**src/rtl/maxpool_stream.sv**
```systemverilog
// maxpool_stream: streaming signed max-pooling over non-overlapping POOLxPOOL
// windows of a raster-order frame. A single row of per-window-column partial
// maxima replaces full-frame storage; a single output register with
// valid/ready back-pressure feeds the next stage.
// Optional feature: define MAXPOOL_RELU_EN to clamp each result at zero (fused ReLU).
module maxpool_stream #(
    parameter int DATA_BITS = 8,
    parameter int IMG_W     = 28,
    parameter int IMG_H     = 28,
    parameter int POOL      = 2
) (
    input  logic                        clk,
    input  logic                        reset_n,
    input  logic signed [DATA_BITS-1:0] in_data,
    input  logic                        in_valid,
    output logic                        in_ready,
    output logic signed [DATA_BITS-1:0] out_data,
    output logic                        out_valid,
    input  logic                        out_ready,
    output logic                        frame_done
);

    localparam int WIN_COLS = IMG_W / POOL;
    localparam int WIN_ROWS = IMG_H / POOL;
    localparam int P_W      = (POOL > 1) ? $clog2(POOL) : 1;
    localparam int WC_W     = (WIN_COLS > 1) ? $clog2(WIN_COLS) : 1;
    localparam int WR_W     = (WIN_ROWS > 1) ? $clog2(WIN_ROWS) : 1;

    localparam logic [P_W-1:0]  P_LAST  = P_W'(POOL - 1);
    localparam logic [WC_W-1:0] WC_LAST = WC_W'(WIN_COLS - 1);
    localparam logic [WR_W-1:0] WR_LAST = WR_W'(WIN_ROWS - 1);

    // Position inside the frame, split into in-window offset and window index:
    // col = wc*POOL + px, row = wr*POOL + py.
    logic [P_W-1:0]  px;
    logic [P_W-1:0]  py;
    logic [WC_W-1:0] wc;
    logic [WR_W-1:0] wr;

    logic signed [DATA_BITS-1:0] acc;
    logic signed [DATA_BITS-1:0] lbuf [WIN_COLS];
    logic                        out_last;

    logic                        in_fire;
    logic                        out_fire;
    logic                        row_end;
    logic                        win_end;
    logic signed [DATA_BITS-1:0] h_max;
    logic signed [DATA_BITS-1:0] lb_rd;
    logic signed [DATA_BITS-1:0] win_max;
    logic signed [DATA_BITS-1:0] result;

    // Handshakes: the output register frees up in the same cycle it drains.
    assign in_ready = !out_valid || out_ready;
    assign in_fire  = in_valid && in_ready;
    assign out_fire = out_valid && out_ready;

    // Window bookkeeping and the two max stages; ties keep the older operand.
    always_comb begin
        // NOTE: every always_comb output gets a default first so no path can infer a latch.
        h_max   = acc;
        lb_rd   = lbuf[wc];
        win_max = lb_rd;
        result  = '0;
        row_end = (px == P_LAST) && (wc == WC_LAST);
        win_end = (px == P_LAST) && (py == P_LAST);

        if (in_data > acc) begin
            h_max = in_data;
        end
        if (h_max > lb_rd) begin
            win_max = h_max;
        end
`ifdef MAXPOOL_RELU_EN
        result = (win_max < 0) ? '0 : win_max;
`else
        result = win_max;
`endif
    end

    // Position counters, horizontal accumulator, output register and frame pulse.
    always_ff @(posedge clk) begin
        // NOTE: sequential state is updated with <= only, so every read here sees the pre-edge value.
        if (!reset_n) begin
            px         <= '0;
            py         <= '0;
            wc         <= '0;
            wr         <= '0;
            acc        <= '0;
            out_data   <= '0;
            out_valid  <= 1'b0;
            out_last   <= 1'b0;
            frame_done <= 1'b0;
        end else begin
            frame_done <= out_fire && out_last;

            if (out_fire) begin
                out_valid <= 1'b0;
            end

            if (in_fire) begin
                acc <= (px == '0) ? in_data : h_max;

                if (px == P_LAST) begin
                    px <= '0;
                    if (wc == WC_LAST) begin
                        wc <= '0;
                        if (py == P_LAST) begin
                            py <= '0;
                            wr <= (wr == WR_LAST) ? '0 : wr + 1'b1;
                        end else begin
                            py <= py + 1'b1;
                        end
                    end else begin
                        wc <= wc + 1'b1;
                    end
                end else begin
                    px <= px + 1'b1;
                end

                // A completing window reloads the register even while it drains.
                if (win_end) begin
                    out_data  <= result;
                    out_valid <= 1'b1;
                    out_last  <= row_end && (wr == WR_LAST);
                end
            end
        end
    end

    // Line buffer of running column maxima for the current window row.
    always_ff @(posedge clk) begin
        // NOTE: lbuf is deliberately left out of reset; each entry is written at py==0 before any read, and this keeps it mappable to RAM.
        if (in_fire && (px == P_LAST) && (py != P_LAST)) begin
            lbuf[wc] <= (py == '0) ? h_max : win_max;
        end
    end

endmodule
```
**config.mk**
```make
export PLATFORM = sky130hd
export DESIGN_NAME = maxpool_stream
export DESIGN_NICKNAME = d
export VERILOG_FILES = /design/src/rtl/maxpool_stream.sv
export SDC_FILE = /design/constraint.sdc
export NUM_CORES = 1
export LEC_CHECK = 0
export BUFFER_PORTS_ARGS = -buffer_cell sky130_fd_sc_hd__buf_2
export CAP_MARGIN = 0
export CORE_ASPECT_RATIO = 0.8
export CORE_MARGIN = 1.5
export CORE_UTILIZATION = 66
export DETAILED_ROUTE_END_ITERATION = 8
export PLACE_DENSITY = 0.93
export SLEW_MARGIN = 10
export SYNTH_ARGS = -nofsm -noshare
export SYNTH_HDL_FRONTEND = slang
export SYNTH_SLANG_ARGS = --single-unit
```
**constraint.sdc**
```tcl
create_clock -name clk -period 7.5 [get_ports clk]
set_input_delay 0.75 -clock clk [delete_from_list [all_inputs] [get_ports clk]]
set_output_delay 0.75 -clock clk [all_outputs]
set_load 0.02 [all_outputs]
```
======== Yosys cells after proc, flatten, opt, wreduce, memory -nomap -nowiden ========
Memory sizes are Yosys's and may differ from the RTL's. A register that Yosys moved wholly into a read port is not among the register bits.
Index checks and enable logic that the tools add are counted.
Widths: inputs -> output; s select.
cells by class
  $add $sub $neg .......................... 4
  $lt $le $gt $ge ......................... 2
  equality and inequality tests ........... 2
  multiplexer cells ....................... 15
  bitwise operators ....................... 1
  reduce and logical (&&, ||, !) cells .... 14
operators with widths
  cell                 count
  $mux 8               4
  $gt 8x8->1           2
  $mux 4               4
  $add 4x1->4 const B  2
  $eq 4x4->1 const B   2
  $logic_and 1x1->1    8
  $mux 1               7
  $reduce_and 2->1     2
  $reduce_and 4->1     1
  $reduce_and 3->1     1
  $add 1x1->1 const B  2
  $logic_not 1->1      1
  $logic_or 1x1->1     1
  $not 1->1            1
storage, ports and cells
  register bits ........................... 29
  memory bits (writable) .................. 112
  bits of input ports ..................... 12
  output and inout bits ................... 11
  logic and storage cells ................. 48
  memories ................................ 1
memories
  name  words  bits a word  read ports  clocked after Yosys merged registers in  write ports  RTL line  RTL
  lbuf  14     8            1           1                                        1            41        logic signed [DATA_BITS-1:0] lbuf [WIN_COLS];

======== Depth between registers and ports, before layout ========
  word-level depth ........................ 7
  mapped depth ............................ 17
  gate-level depth less buffers ........... 15

======== Worst setup path after synthesis ========
OpenSTA, ideal clock, no wires.
  path type ............................... input-to-reg
  from .................................... in in_data[5]
  to ...................................... mem lbuf[0][0], data pin
  library setup time ...................... 0.280 ns
  arrival time ............................ 3.912 ns
  data required time ...................... 7.220 ns
  slack ................................... 3.308 ns
  cell stages on the path ................. 15
  path buffers ............................ 2
  cells stage by stage .................... ha_1 a21o_1 a311oi_2 a21oi_1 a21oi_1 buf_4 mux2i_1 inv_1 ha_1 a211oi_1 o21ai_0 o21ai_0 nand2_1 clkbuf_1 a21oi_1
between the ends
  word-level cells in the longest chain between the ends .. 5
ends and longest elaborated chain
  element      RTL line  RTL
  from (decl)  14        input logic signed [DATA_BITS-1:0] in_data,
  $gt 8x8->1   68        if (in_data > acc) begin
  $mux 8 (*)   68
  $gt 8x8->1   71        if (h_max > lb_rd) begin
  $mux 8       71
  $mux 8 (*)   135       lbuf[wc] <= (py == '0) ? h_max : win_max;
  to (decl)    41
Mark *: on every way between the ends. The rest lies on a longest branch, timed or not.

======== Worst setup path after layout ========
  from .................................... in in_data[5]
  to ...................................... mem lbuf[4][1], data pin
Same word-level chain as after synthesis.

==> impl_metrics.toml <==
[outcome]
status = "finished, final reports clean"

[clock_network]
cts_buffer_depth = 2
cts_hold_buf = 0
htree_levels = 4
cts_made_buffers = 17
clock_latency_ns = 0.42
post_cts_buffers = 0
root_buffer = "clkbuf_16"
path_clk_slew_ns = 0.06
cts_resized = 0
cts_tree = "yes"
cts_sinks = 145

[setup_path]
worstPathRequired_ns = 7.58
cp-start-kind = "input pin"
end_kind = "register"
crit_fanout = 16
reg2reg_depth = 14
crit_type = "input pin to register"
cp_data_arrival_time_ns = 5.64

[timing]
slew_viol_final = 0
finalSetupViolations = 0
rsz0062_at_grt = "no"
slew_headroom_pct = 18.9
fin_setup_tns_ns = 0
fin_crit_sh_pct = 74.1
worstMarginPinSlew_ns = 1.21
max_freq_mhz = 180
clock_skew_ns = 0.0123
hold_viol_final = 0
period_needed_ns = 5.56
timing.hold.ws_ns = 0.479

[global_route]
grt_usage_pct = 29.7
grt_pass1_wl_mm = 21.5
antenna_found_initial = 0
grt_max_degree = 33
grt-ovfl-total = 0
grt_pass1_vias = 3867

[synth]
synth_commonest_cells = "112 x edfxtp_1, 33 x dfxtp_1, 27 x a21oi_1, 27 x nor2_1, 26 x inv_1"
synthAdderAreaFrac_pct = 3.21
yosysWarnings = 0
synthSimpleGateAreaFrac_pct = 7.21
synth.distinct_cells = 46
ys_ff_latch = 145
yosys-top-cells-area = "edfxtp_1 54%, dfxtp_1 11%, mux4_2 8.7%"
synth_top_family_by_area = "multiplexers"
avgSynthCellArea_um2 = 14.8
ys.flop_type = "edfxtp_1"
synth_fp_nets = 450
synth_most_common_cell = "edfxtp_1"
synth_edf_count = 112
synth.mux.area_fraction_pct = 14.0
synthXorXnorAreaFrac_pct = 0.562
synth_async_sr_flop_share_pct = 0
synth_top_area_share_pct = 54.0
synth_area_um2 = 6230
synth_cells = 422
synth-seq-area-share_pct = 64.6
synth_compound_area_share_pct = 6.74
yosys.area.top_type = "edfxtp_1"

[drt]
avgViaCountPerCell = 6.82
ant_nets = 0
dr.pass1.iters = 5
drt-initial-drc-count = 635
vias = 3892
wl_per_cell_um = 24.8
post-route-drc-count = 0
wl_mm = 14.2

[floorplan]
die_h_um = 89.9
start_util_pct = 68.4
die_width_um = 112
io_pins = 23
rows = 31
core_area_um2 = 9110
die_area_um2 = 10000

[worst_hold_path]
hold_depth = 2
hold_class = "register to register"

[finish]
diodes = 0
fillerInstances = 507
drive_gt1_share_pct = 21.9
final_cells = 571
areaGrowthSynthToFinish_pct = 11.2
nNetsFinal = 471

[place]
dp.cells = 539
io_buffers = 22
dp_hpwl_mm = 8.54
gp_congestion = 0.842

[power]
powerDensity_nw_per_um2 = 266
p_leak_uw = 0.00240
peakVddDrop_mv = 0.252
p_total_uw = 1840

[run]
drv_cap = 0
[sequential cells by signal, indices dropped and copies added, names as in the netlist, 4 cells and up, named ones only]
register and count:
lbuf 112, wr 4, acc 8, wc 4
out_data 8
[through the flow]
stage / cell area [um2] / utilization, % / worst slack [ns]
after floorplan: 6230 / - / 3.31
after CTS: 6930 / 76.0 / 1.80
after global placement: 6380 / 70.0 / 2.02
final: 6930 / 76.0 / 1.94
after global routing: 6930 / 76.0 / 1.64
after detailed placement: 6380 / 70.0 / 1.65
[per-layer routing]
metal | up-vias | part of all wire, % | GRT usage (%) | wire, um
li1 | 1654 | - | - | -
met1 | 1922 | 38 | 38.8 | 5340
met2 | 271 | 48 | 45.3 | 6820
met3 | 45 | 10 | 9.04 | 1480
met4 | 0 | 3.8 | 15.9 | 536
met5 | - | 0 | 0 | 0
[power breakdown]
group	internal (uW)	total (uW)	leakage [uW]	switching (uW)
clock	453	779	0.000257	326
combinational	58.7	156	0.000859	97.4
sequential	896	910	0.00129	14.0
[worst max-delay path, cell delays in order]
cell and delay, ns:
buf_2 0.11, ha_1 0.30, a21o_1 0.19, a311oi_2 0.31
nand3_1 0.13, a21oi_2 0.62, mux2i_1 0.45, inv_1 0.09
ha_1 0.34, a211oi_1 0.36, o21ai_0 0.16, o21ai_0 0.39
nand2_1 0.50, a21oi_1 0.93
[worst paths after layout]
| path | startpoint | end | slack (ns) |
|---|---|---|---|
| worst max-delay path | in_data[5] | lbuf[4][1] | 1.94 |
| worst min register to register | acc[5] | acc[5] | 0.48 |
| worst min-delay path | acc[5] | acc[5] | 0.48 |
| worst max register to register | acc[5] | lbuf[4][1] | 2.00 |
[area by class of cell]
type | instances | area [um2] | share of cell area (%)
clock buffers | 18 | 429 | 6.19
clock inverters | 14 | 118 | 1.70
inverters | 26 | 97.6 | 1.41
multi-input cells | 230 | 2000 | 28.8
flip-flops and latches | 145 | 4030 | 58.1
well taps | 115 | 144 | 2.08
repair buffers | 23 | 118 | 1.70
[cells by family after synthesis]
family / count (synthesis)
XOR/XNOR: 4
multiplexers: 56
adder cells (fa/ha/maj): 16
buffers and inverters: 47
AND/OR/NAND/NOR: 86
AO/OA/AOI/OAI: 68
flip-flops: 145
[layout by cell type, fill, tap and decap left out, drive strengths merged, types with 3 or more instances in the layout]
cell type	instances
clkbuf	18
mux2	8
ha	16
nand2	25
nor2	27
dfxtp	33
nor3	6
o22ai	8
inv	27
mux2i	24
o21ai	17
nor3b	3
a21oi	28
a32oi	8
clkinv	8
nand4	7
edfxtp	112
mux4	24
nand2b	4
nand3	4
buf	23
clkinvlp	4
Power figures use the tool's default switching activity.
